File: config.mk
export PLATFORM = sky130hd
export DESIGN_NAME = index_decode_accum
export DESIGN_NICKNAME = d
export VERILOG_FILES = /design/src/rtl/index_decode_accum_pkg.sv /design/src/rtl/index_decode_accum_decoder.sv /design/src/rtl/index_decode_accum.sv
export SDC_FILE = /design/constraint.sdc
export NUM_CORES = 1
export LEC_CHECK = 0
export CORE_UTILIZATION = 40
export CTS_BUF_LIST = sky130_fd_sc_hd__clkbuf_4
export DETAILED_ROUTE_END_ITERATION = 8
export DONT_BUFFER_PORTS = 1
export GPL_TIMING_DRIVEN = 0
export SETUP_SLACK_MARGIN = 0.02
export SLEW_MARGIN = 5
export SYNTH_ARGS = -nofsm -noshare
export SYNTH_HDL_FRONTEND = slang
export SYNTH_SLANG_ARGS = --single-unit
File: constraint.sdc
create_clock -name Clock -period 3.45 [get_ports Clock]
set_input_delay 0.5175 -clock Clock [delete_from_list [all_inputs] [get_ports Clock]]
set_output_delay 0.5175 -clock Clock [all_outputs]
set_load 0.005 [all_outputs]
File: src/rtl/index_decode_accum_pkg.sv
// Shared types and helpers for the index decode accumulator.
// Holds the FSM state encoding and a width-generic popcount.
package index_decode_accum_pkg;

  localparam int MaxWidth = 256;

  typedef enum logic {
    COLLECT = 1'b0,
    EMIT    = 1'b1
  } stateT;

  // Callers zero-extend their vector to MaxWidth before counting.
  function automatic int popCount(input logic [MaxWidth-1:0] vec);
    int total;
    total = 0;
    for (int i = 0; i < MaxWidth; i++) begin
      total += int'(vec[i]);
    end
    return total;
  endfunction

endpackage

File: src/rtl/index_decode_accum_decoder.sv
// Binary index to one-hot decoder used to select the mask bit to write.
module nBitDecoder #(
  parameter int N = 8,
  parameter int W = 3
) (
  input  logic [W-1:0] index,
  output logic [N-1:0] oneHot
);

  assign oneHot = N'(1) << index;

endmodule

File: src/rtl/index_decode_accum.sv
// Collects indexed bit writes into a mask and emits it on Flush or when full.
// Emitted mask is held until the consumer accepts it, then cleared.
module index_decode_accum
  import index_decode_accum_pkg::*;
#(
  parameter int N = 8,
  localparam int W = $clog2(N)
) (
  input  logic         Clock,
  input  logic         ResetN,
  input  logic         InValid,
  output logic         InReady,
  input  logic [W-1:0] InIndex,
  input  logic         InSet,
  input  logic         Flush,
  output logic         OutValid,
  input  logic         OutReady,
  output logic [N-1:0] OutMask,
  output logic [W:0]   OutCount
);

  if ((N < 4) || ((N & (N - 1)) != 0) || (N > MaxWidth)) begin : gBadParam
    $fatal(1, "index_decode_accum: N must be a power of 2, at least 4 and at most MaxWidth");
  end

  stateT        state;
  stateT        nextState;
  logic [N-1:0] maskReg;
  logic [N-1:0] maskNext;
  logic [N-1:0] oneHot;
  logic         inXfer;

  nBitDecoder #(
    .N(N),
    .W(W)
  ) decoder (
    .index  (InIndex),
    .oneHot (oneHot)
  );

  assign InReady  = (state == COLLECT);
  assign OutValid = (state == EMIT);
  assign OutMask  = maskReg;
  assign OutCount = (W+1)'(popCount(MaxWidth'(maskReg)));
  assign inXfer   = InValid && InReady;

  // The write is applied before the emit decision so a same-cycle index joins the group.
  always_comb begin
    nextState = state;
    maskNext  = maskReg;
    case (state)
      COLLECT: begin
        if (inXfer) begin
          maskNext = InSet ? (maskReg | oneHot) : (maskReg & ~oneHot);
        end
        if (Flush || (&maskNext)) begin
          nextState = EMIT;
        end
      end
      EMIT: begin
        if (OutReady) begin
          maskNext  = '0;
          nextState = COLLECT;
        end
      end
      default: begin
        nextState = COLLECT;
        maskNext  = '0;
      end
    endcase
  end

  always_ff @(posedge Clock or negedge ResetN) begin
    if (!ResetN) begin
      state   <= COLLECT;
      maskReg <= '0;
    end else begin
      state   <= nextState;
      maskReg <= maskNext;
    end
  end

endmodule

---- Yosys cells after proc, flatten, opt, wreduce, memory -nomap -nowiden ----
Cells that the tools add are included.
word-level totals
  bits in registers ....................... 9
  output and inout bits ................... 14
  bits of input ports ..................... 9
operators by class
  bitwise operators ....................... 4
  multiplexer cells ....................... 8
  shift operators ......................... 1
  equal/unequal tests ..................... 1
  add/subtract/negate cells ............... 7
  reduce and logical (&&, ||, !) cells .... 3
operators by type and width
  kind                 count
  $mux 8               4
  $add 4x1->4          4
  $pmux 8 s2           1
  $and 8x8->8          1
  $not 8->8            1
  $or 8x8->8           1
  $reduce_and 8->1     1
  $shl 1x3->8 const A  1
  $add 3x1->4          1
  $add 2x1->3          1
  $add 1x1->2          1
  $mux 1               2
  $ne 2x2->1 const B   1
  $pmux 1 s2           1
  $logic_and 1x1->1    1
  $logic_or 1x1->1     1
  $not 1->1            1

---- Logic depth before layout (Yosys ltp) ----
Gate-level depths: netlist (run 1).
  word-level depth ........................ 10
  mapped depth ............................ 9
  mapped depth without buffers ............ 9

---- By module ----
From an unflattened synthesis (run 1), not the netlist that was laid out.
unflattened totals
  cell total of the unflattened synthesis .. 95
  area total of the unflattened synthesis .. 783.3 µm²
modules (own cells, without submodules)
  module              area each (µm²)  sequential area each (µm²)  times used  cells each
  index_decode_accum  718.2            225.2                       1           87
  nBitDecoder         65.1             0.0                         1           8

---- Worst setup path before layout (run 1) ----
Ideal clock, no wire load.
  kind .................................... reg-to-output
  from .................................... reg maskReg[0] (netlist: OutMask[0])
  to ...................................... out OutCount[2]
  setup slack ............................. 243 ps
  required time ........................... 2932 ps
  arrival ................................. 2689 ps
  stages on the path, launching flop included .. 10
  path buffers ............................ 0
  path through ............................ dfrtp_1 fa_1 inv_1 fa_1 fa_1 inv_1 ha_1 inv_1 fa_1 xnor2_1
between the ends
  cells in the longest elaborated chain, start to end .. 7
RTL lines
  element                    line                          source
  from (decl)                index_decode_accum.sv:28      logic [N-1:0] maskReg;
  from (signal assigned)     index_decode_accum.sv:79      maskReg <= maskNext;
  $add 1x1->2                index_decode_accum_pkg.sv:17  total += int'(vec[i]);
  $add 2x1->3                index_decode_accum_pkg.sv:17
  $add 3x1->4                index_decode_accum_pkg.sv:17
  $add 4x1->4 (4 in series)  index_decode_accum_pkg.sv:17
  to (decl)                  index_decode_accum.sv:19      output logic [W:0] OutCount
No other way between the ends.

---- Worst setup path after layout (run 1) ----
  from .................................... reg maskReg[0] (netlist: OutMask[0])
  to ...................................... out OutCount[1]
The elaborated chain is that of the path after synthesis.

==> results of run 1 <==
critical path: cells and delay by family, from the launching register on:
kind | cells | cell delay, ns
flip-flops | 1 | 0.46
buffers and inverters | 4 | 0.20
adder cells (fa/ha/maj) | 5 | 2.16
power by group through the flow:
stage,Combinational [µW],Sequential [µW],Clock [µW]
final,60.2,118,91.8
after global routing,69.2,119,102
after CTS,59.5,118,94.6
after detailed placement,55.8,120,0
after global placement,54.5,120,0
after floorplan,45.6,118,0
registers in the layout, summed over array words and instances, names as in the netlist:
register / flops
OutValid: 1
OutMask: 8
cell usage in the layout, fill, tap and decap left out, types with 2 or more instances in the layout:
cell      Yosys  layout
inv_1        14      12
a31oi_1       2       2
nor2_1       10      10
mux2i_1       7       7
nand2_1      14      14
inv_2         0       2
nand3_1       2       2
o22ai_1       3       3
o21ai_1       3       3
clkbuf_1      2       2
clkbuf_4      0       4
a32oi_1       2       2
ha_1          3       2
o21ai_0       3       3
fa_1          4       3
dfrtp_1       9       8
per-stage QoR:
stage / cell area (µm²) / cells / hold slack (ns)
finish: 893 / 124 / 0.332
global route: 893 / 124 / 0.323
CTS: 867 / 123 / 0.325
detailed placement: 818 / 118 / 0.222
global placement: 818 / 118 / 0.222
floorplan: 787 / 93 / 0.222
final timing paths:
| kind | slack [ns] | end |
|---|---|---|
| max in group asynchronous | 2.49 | OutMask[0]$_DFFE_PN0P_ |
| worst min-delay path | 0.33 | OutMask[0]$_DFFE_PN0P_ |
| worst min register to register | 0.58 | OutMask[5]$_DFFE_PN0P_ |
| worst max-delay path | -0.13 | OutCount[1] |
| min in group asynchronous | 0.63 | OutMask[6]$_DFFE_PN0P_ |
| worst max register to register | 1.72 | OutValid$_DFF_PN0_ |
final cells by class:
class,count,area [µm²],share of cell area
buffer,4,23.8,0.0266
clock buffer,4,30.0,0.0336
inverter,14,52.6,0.0588
multi-input combinational,66,512,0.573
sequential,9,226,0.254
tap,25,31.3,0.0350
timing repair buffer,2,17.5,0.0196
cell families after synthesis:
logic type	synth area share
simple gates	0.219
fa+ha+maj	0.149
xor+xnor	0.0111
mux	0.103
buf+inv	0.0970
flops	0.286
compound gates	0.134
what timing repair did:
action,in CTS,in global routing
pin swaps,1,1
gates resized for setup,2,7
endpoints found under the setup margin,2,2
hold buffers,1,0
buffers inserted,0,1
endpoints found under the hold margin,9,0
per-layer routing:
metal,global-route usage,vias up,share of wire
met3,0.0706,0,0.056
met5,0,-,0
met2,0.292,17,0.48
met4,0.0353,0,0
met1,0.255,303,0.46
li1,-,328,-
==> metrics.md, run 1 <==
| Metric | Value |
|---|---|
| Crit path max-delay cell type | fa_1 |
| Max VDD drop | approximately 0.00024 V |
| Power density over the cells | ~300 nW/µm² |
| Setup violators final | 2 |
| LEAKAGE | ~0.00040 µW |
| TritonCTS buffer count | 3 |
| CTS root buf | clkbuf_4 |
| Syn Nets | ~110 |
| CTS clock-pin slew for the worst setup and hold paths | ~0.060 ns |
| Most used cell, CP | fa_1 |
| WP data required | between 2 and 3 ns |
| Hold wc startpoint | OutReady |
| Final Skew | 0.00487 ns |
| Switching part of the total | 0.305 |
| Post-synth EDFFs | 0 |
| Final hold viol count | 0 |
| Final min period | ~3.6 ns |
| Latest clock arrival within the worst-skew pair | ~0.27 ns |
| Core area | approximately 1800 µm² |
| Worst-path maximum fanout | 6 |
| Die height | around 46 µm |
| Flop pwr share | 0.438 |
| Setup ws final | -0.135 ns |
| Pre-Repair DR Iteration Count | 4 |
| Syn_area_per_cell | about 8.5 µm² |
| Sw power | just over 80 µW |
| Filler cell count | 177 |
| Crit Path Category | flip-flop to output pin |
| Synth top area share | 0.286 |
| Antenna diode instance count | 0 |
| Area Overhead vs Synth | 13.5% |
| Pins Over Slew Limit | 0 |
| DR iter-0 viols | 8 |
| Residual DRC | 0 |
| PortBufs | 0 |
| H-tree Lvls | 1 |
| CTS tree | yes |
| Tcrit/Tclk final | 1.04 |
| Status | finished with violations |
| Clock sink count | 9 |
| Power Total | ~270 µW |
| Worst hold path depth | 1 |
| Crit. Startpoint | OutMask[0]$_DFFE_PN0P_ |
| Vias post-DR | ~650 |
| Layout cells sized above 1 | 0.192 |
| F_max | roughly 280 MHz |
| WP data arrival | 3.07 ns |
| Clock power share | 0.340 |
| ANT nets after route | 0 |
| Final nets | 116 |
| Placer Congestion | between 0.8 and 0.9 |
| Post-Place Setup Slack | 0.112 ns |
| Synth area leaders | dfrtp_1 29%, fa_1 10%, mux2i_1 8.9%, inv_1 6.7%, nand2_1 6.7% |
| Synth Instances | 93 |
| Seq/Total Area, Yosys | 0.286 |
| Setup TNS | -0.239 ns |
| Synth Register Bits | 9 |
| Boundary Pins | 23 |
| Initial Util | 0.441 |
| Vias per Instance | ~5.2 |
| FFs w/ async S/R, synth | 1.00 |
| Top FF cell, synth | dfrtp_1 |
| Clock buffer depth | 2 |
| Slew at the pin closest to its max-slew limit | around 0.44 ns |
| Critical R2R Launch | OutValid$_DFF_PN0_ |
| Initial antenna violation count | 0 |
| Part of the power in combinational logic | 0.223 |
| Synth area leader | dfrtp_1 |
| CP Launch Type | flip-flop |
| Synth cell count leaders | 14 x inv_1, 14 x nand2_1, 10 x nor2_1, 9 x dfrtp_1, 7 x mux2i_1 |
| Worst hold path type | input port to flip-flop |
| Yosys cell types | 28 |
| Slowest stage delay, CP | approximately 0.55 ns |
| CP Capture Type | output pin |
| Largest net degree at the start of global routing | 11 |
| Global-route wire length before repair | 2810 µm |
| Violated checks | negative setup slack |
| Unrepaired setup endpoints after global routing | yes |
| GRT Overall Usage | 0.190 |
| GRT overflow | 0 |
| MaxCap Viol Count | 0 |
| Die Area | 2150 µm² |
| Slew HR | 0.703 |
| Routed WL | ~1700 µm |
| YS warnings | 0 |
| Netlist Area Pre-Place | 787 µm² |
| Cell row count | 15 |
| Die Wd | between 40 and 50 µm |
| Cell internal pwr | 188 µW |
| Reg2reg path depth | 6 |
| Vias in the first global route | slightly above 600 |
| Final core utilization | 0.501 |
| DR WL/cell | about 14 µm |
| Crit-path cells | fa_1 > inv_1 > fa_1 > fa_1 > inv_1 > ha_2 > inv_2 > fa_2 > inv_2 |
| Post-DP HPWL | ~1300 µm |
(Power assumes the default switching activity.)
==> inputs of run 2 (changes only) <==
--- a/config.mk
+++ b/config.mk
@@ -5,12 +5,16 @@
 export SDC_FILE = /design/constraint.sdc
 export NUM_CORES = 1
 export LEC_CHECK = 0
-export CORE_UTILIZATION = 40
+export CELL_PAD_IN_SITES_DETAIL_PLACEMENT = 0
+export CELL_PAD_IN_SITES_GLOBAL_PLACEMENT = 2
+export CORE_UTILIZATION = 37
 export CTS_BUF_LIST = sky130_fd_sc_hd__clkbuf_4
 export DETAILED_ROUTE_END_ITERATION = 8
 export DONT_BUFFER_PORTS = 1
 export GPL_TIMING_DRIVEN = 0
+export PLACE_DENSITY_LB_ADDON = 0.1
 export SETUP_SLACK_MARGIN = 0.02
+export SKIP_LAST_GASP = 1
 export SLEW_MARGIN = 5
 export SYNTH_ARGS = -nofsm -noshare
 export SYNTH_HDL_FRONTEND = slang
==> run 2 against run 1 <==
The flow still finishes with violations (negative setup slack). Clock-buffer cell count did not move. Core utilization down 5.0 points. Critical path depth did not move. Worst setup slack gained 0.017 ns. Global-route usage is 0.99 points lower. Combinational power grew 4.8%. Cell count rose by 1.6%. Clock power rose by 3.9%. Hold slack got worse by 0.0099 ns. Via count grew 2.6%. Highest routed layer is now met4.
==> metrics.md, run 2 (same netlist as run 1, synthesis figures left out) <==
| Metric | Value |
|---|---|
| Initial antenna violation count | 0 |
| Initial Util | 0.397 |
| Boundary Pins | 23 |
| Power density over the cells | ~310 nW/µm² |
| Met1 Track Usage GR | 0.233 |
| F_max | 280 MHz |
| DR WL/cell | about 15 µm |
| Filler cell count | 201 |
| Final min period | about 3.6 ns |
| Area Overhead vs Synth | 13.7% |
| Final hold viol count | 0 |
| Worst-path maximum fanout | 6 |
| CTS clock-pin slew for the worst setup and hold paths | 0.07 ns |
| Vias per Instance | ~5.3 |
| Global-route wire length before repair | 2700 µm |
| Final core utilization | 0.451 |
| Vias post-DR | around 670 |
| Commonest non-fill, non-tap cell in the layout | nand2_1 |
| Max VDD drop | around 0.00014 V |
| Residual DRC | 0 |
| Crit Path Category | flip-flop to output pin |
| H-tree Lvls | 1 |
| Setup violators final | 2 |
| CP Capture Type | output pin |
| TritonCTS buffer count | 3 |
| Global routing usage on met3 | 0.0556 |
| Tcrit/Tclk final | 1.03 |
| Slew HR | 0.683 |
| Violated checks | negative setup slack |
| GRT Overall Usage | 0.180 |
| Cell row count | 16 |
| Antenna diode instance count | 0 |
| Layout cells sized above 1 | 0.192 |
| GRT overflow | 0 |
| CTS tree | yes |
| Pre-Repair DR Iteration Count | 4 |
| Routed WL | 1840 µm |
| Unrepaired setup endpoints after global routing | yes |
| Placer Congestion | approximately 0.78 |
| GRT busiest layer | met2 |
| DR iter-0 viols | 16 |
| MaxCap Viol Count | 0 |
| Pins Over Slew Limit | 0 |
| WP data arrival | between 3 and 4 ns |
| Die Area | approximately 2300 µm² |
| Status | finished with violations |
| Final nets | 116 |
| Clock buffer depth | 2 |
| CP Launch Type | flip-flop |
| Grt met2 use | 0.268 |
| Latest clock arrival within the worst-skew pair | ~0.27 ns |
| Post-DP HPWL | around 1400 µm |
| Number of flip-flops in the largest register | 8 |
| CTS root buf | clkbuf_4 |
| Most frequent cells in the layout | 14 x nand2_1, 12 x inv_1, 10 x nor2_1 |
| Worst hold path type | input port to flip-flop |
| Final Skew | about 0.0056 ns |
| Die Wd | ~48 µm |
| WP data required | 2.93 ns |
| LEAKAGE | a little under 0.0004 µW |
| PortBufs | 0 |
| Setup ws final | -0.118 ns |
| Slew at the pin closest to its max-slew limit | roughly 0.47 ns |
| Power Total | between 200 and 300 µW |
| Vias in the first global route | about 570 |
| Largest net degree at the start of global routing | 11 |
| Die height | between 40 and 50 µm |
| Clock sink count | 9 |
| ANT nets after route | 0 |
| Setup TNS | -0.181 ns |
| Core area | just under 2000 µm² |
run 2: cell count changes in the layout (fill, tap and decap cells not counted):
cell     delta
a21oi_1     +1
a21oi_4     -1
dfrtp_1     -2
dfrtp_2     +2
ha_2        -1
ha_4        +1
nor2b_1     +1
nor2b_2     -1
run 2: area by class of cell:
| type | count | area (µm²) | share of cell area |
|---|---|---|---|
| plain buffers | 4 | 23.8 | 0.0266 |
| multi-input cells | 66 | 508 | 0.568 |
| well taps | 27 | 33.8 | 0.0378 |
| inverters | 14 | 52.6 | 0.0587 |
| clock buffers | 4 | 30.0 | 0.0336 |
| flip-flops and latches | 9 | 229 | 0.256 |
| repair buffers | 2 | 17.5 | 0.0196 |
run 2: what timing repair did:
item	4_1_cts	5_1_grt
hold endpoints to repair	9	0
gates resized for setup	5	4
pin swaps	2	0
setup buffers	1	0
hold buffers	1	0
setup endpoints to repair	2	2
run 2: routing by layer:
metal  vias up  share of wire
met2        23           0.47
met3         5          0.063
met4         0          0.020
li1        327              -
met5         -              0
met1       310           0.45
run 2: final timing paths:
check / end / depth (start not counted) / slack, ns / start
worst min register to register: OutMask[5]$_DFFE_PN0P_ / 2 / 0.58 / OutMask[5]$_DFFE_PN0P_
min in group asynchronous: OutValid$_DFF_PN0_ / 1 / 0.64 / ResetN
worst min-delay path: OutMask[1]$_DFFE_PN0P_ / 1 / 0.32 / OutReady
max in group asynchronous: OutMask[3]$_DFFE_PN0P_ / 1 / 2.47 / ResetN
worst max register to register: OutValid$_DFF_PN0_ / 6 / 1.75 / OutValid$_DFF_PN0_
worst max-delay path: OutCount[1] / 9 / -0.12 / OutMask[3]$_DFFE_PN0P_
run 2: where the power goes:
group          internal (µW)  switching (µW)
clock network           52.6            42.7
logic                   26.2            36.9
registers                111            7.76
run 2: critical path, stage by stage, from the launching register on:
cell and delay, ns:
dfrtp_2 0.46, fa_1 0.56, inv_1 0.05, fa_1 0.49, fa_1 0.42, inv_2 0.08
ha_4 0.13, inv_2 0.03, fa_2 0.50, inv_1 0.05
run 2: metrics by stage:
stage | hold WS (ns) | setup slack, ns | std cells | cell area [µm²]
final | 0.322 | -0.118 | 126 | 895
after global routing | 0.310 | -0.203 | 126 | 895
after floorplan | 0.222 | 0.243 | 93 | 787
after CTS | 0.313 | -0.167 | 126 | 876
after global placement | 0.222 | 0.0924 | 120 | 821
after detailed placement | 0.222 | 0.0813 | 120 | 821
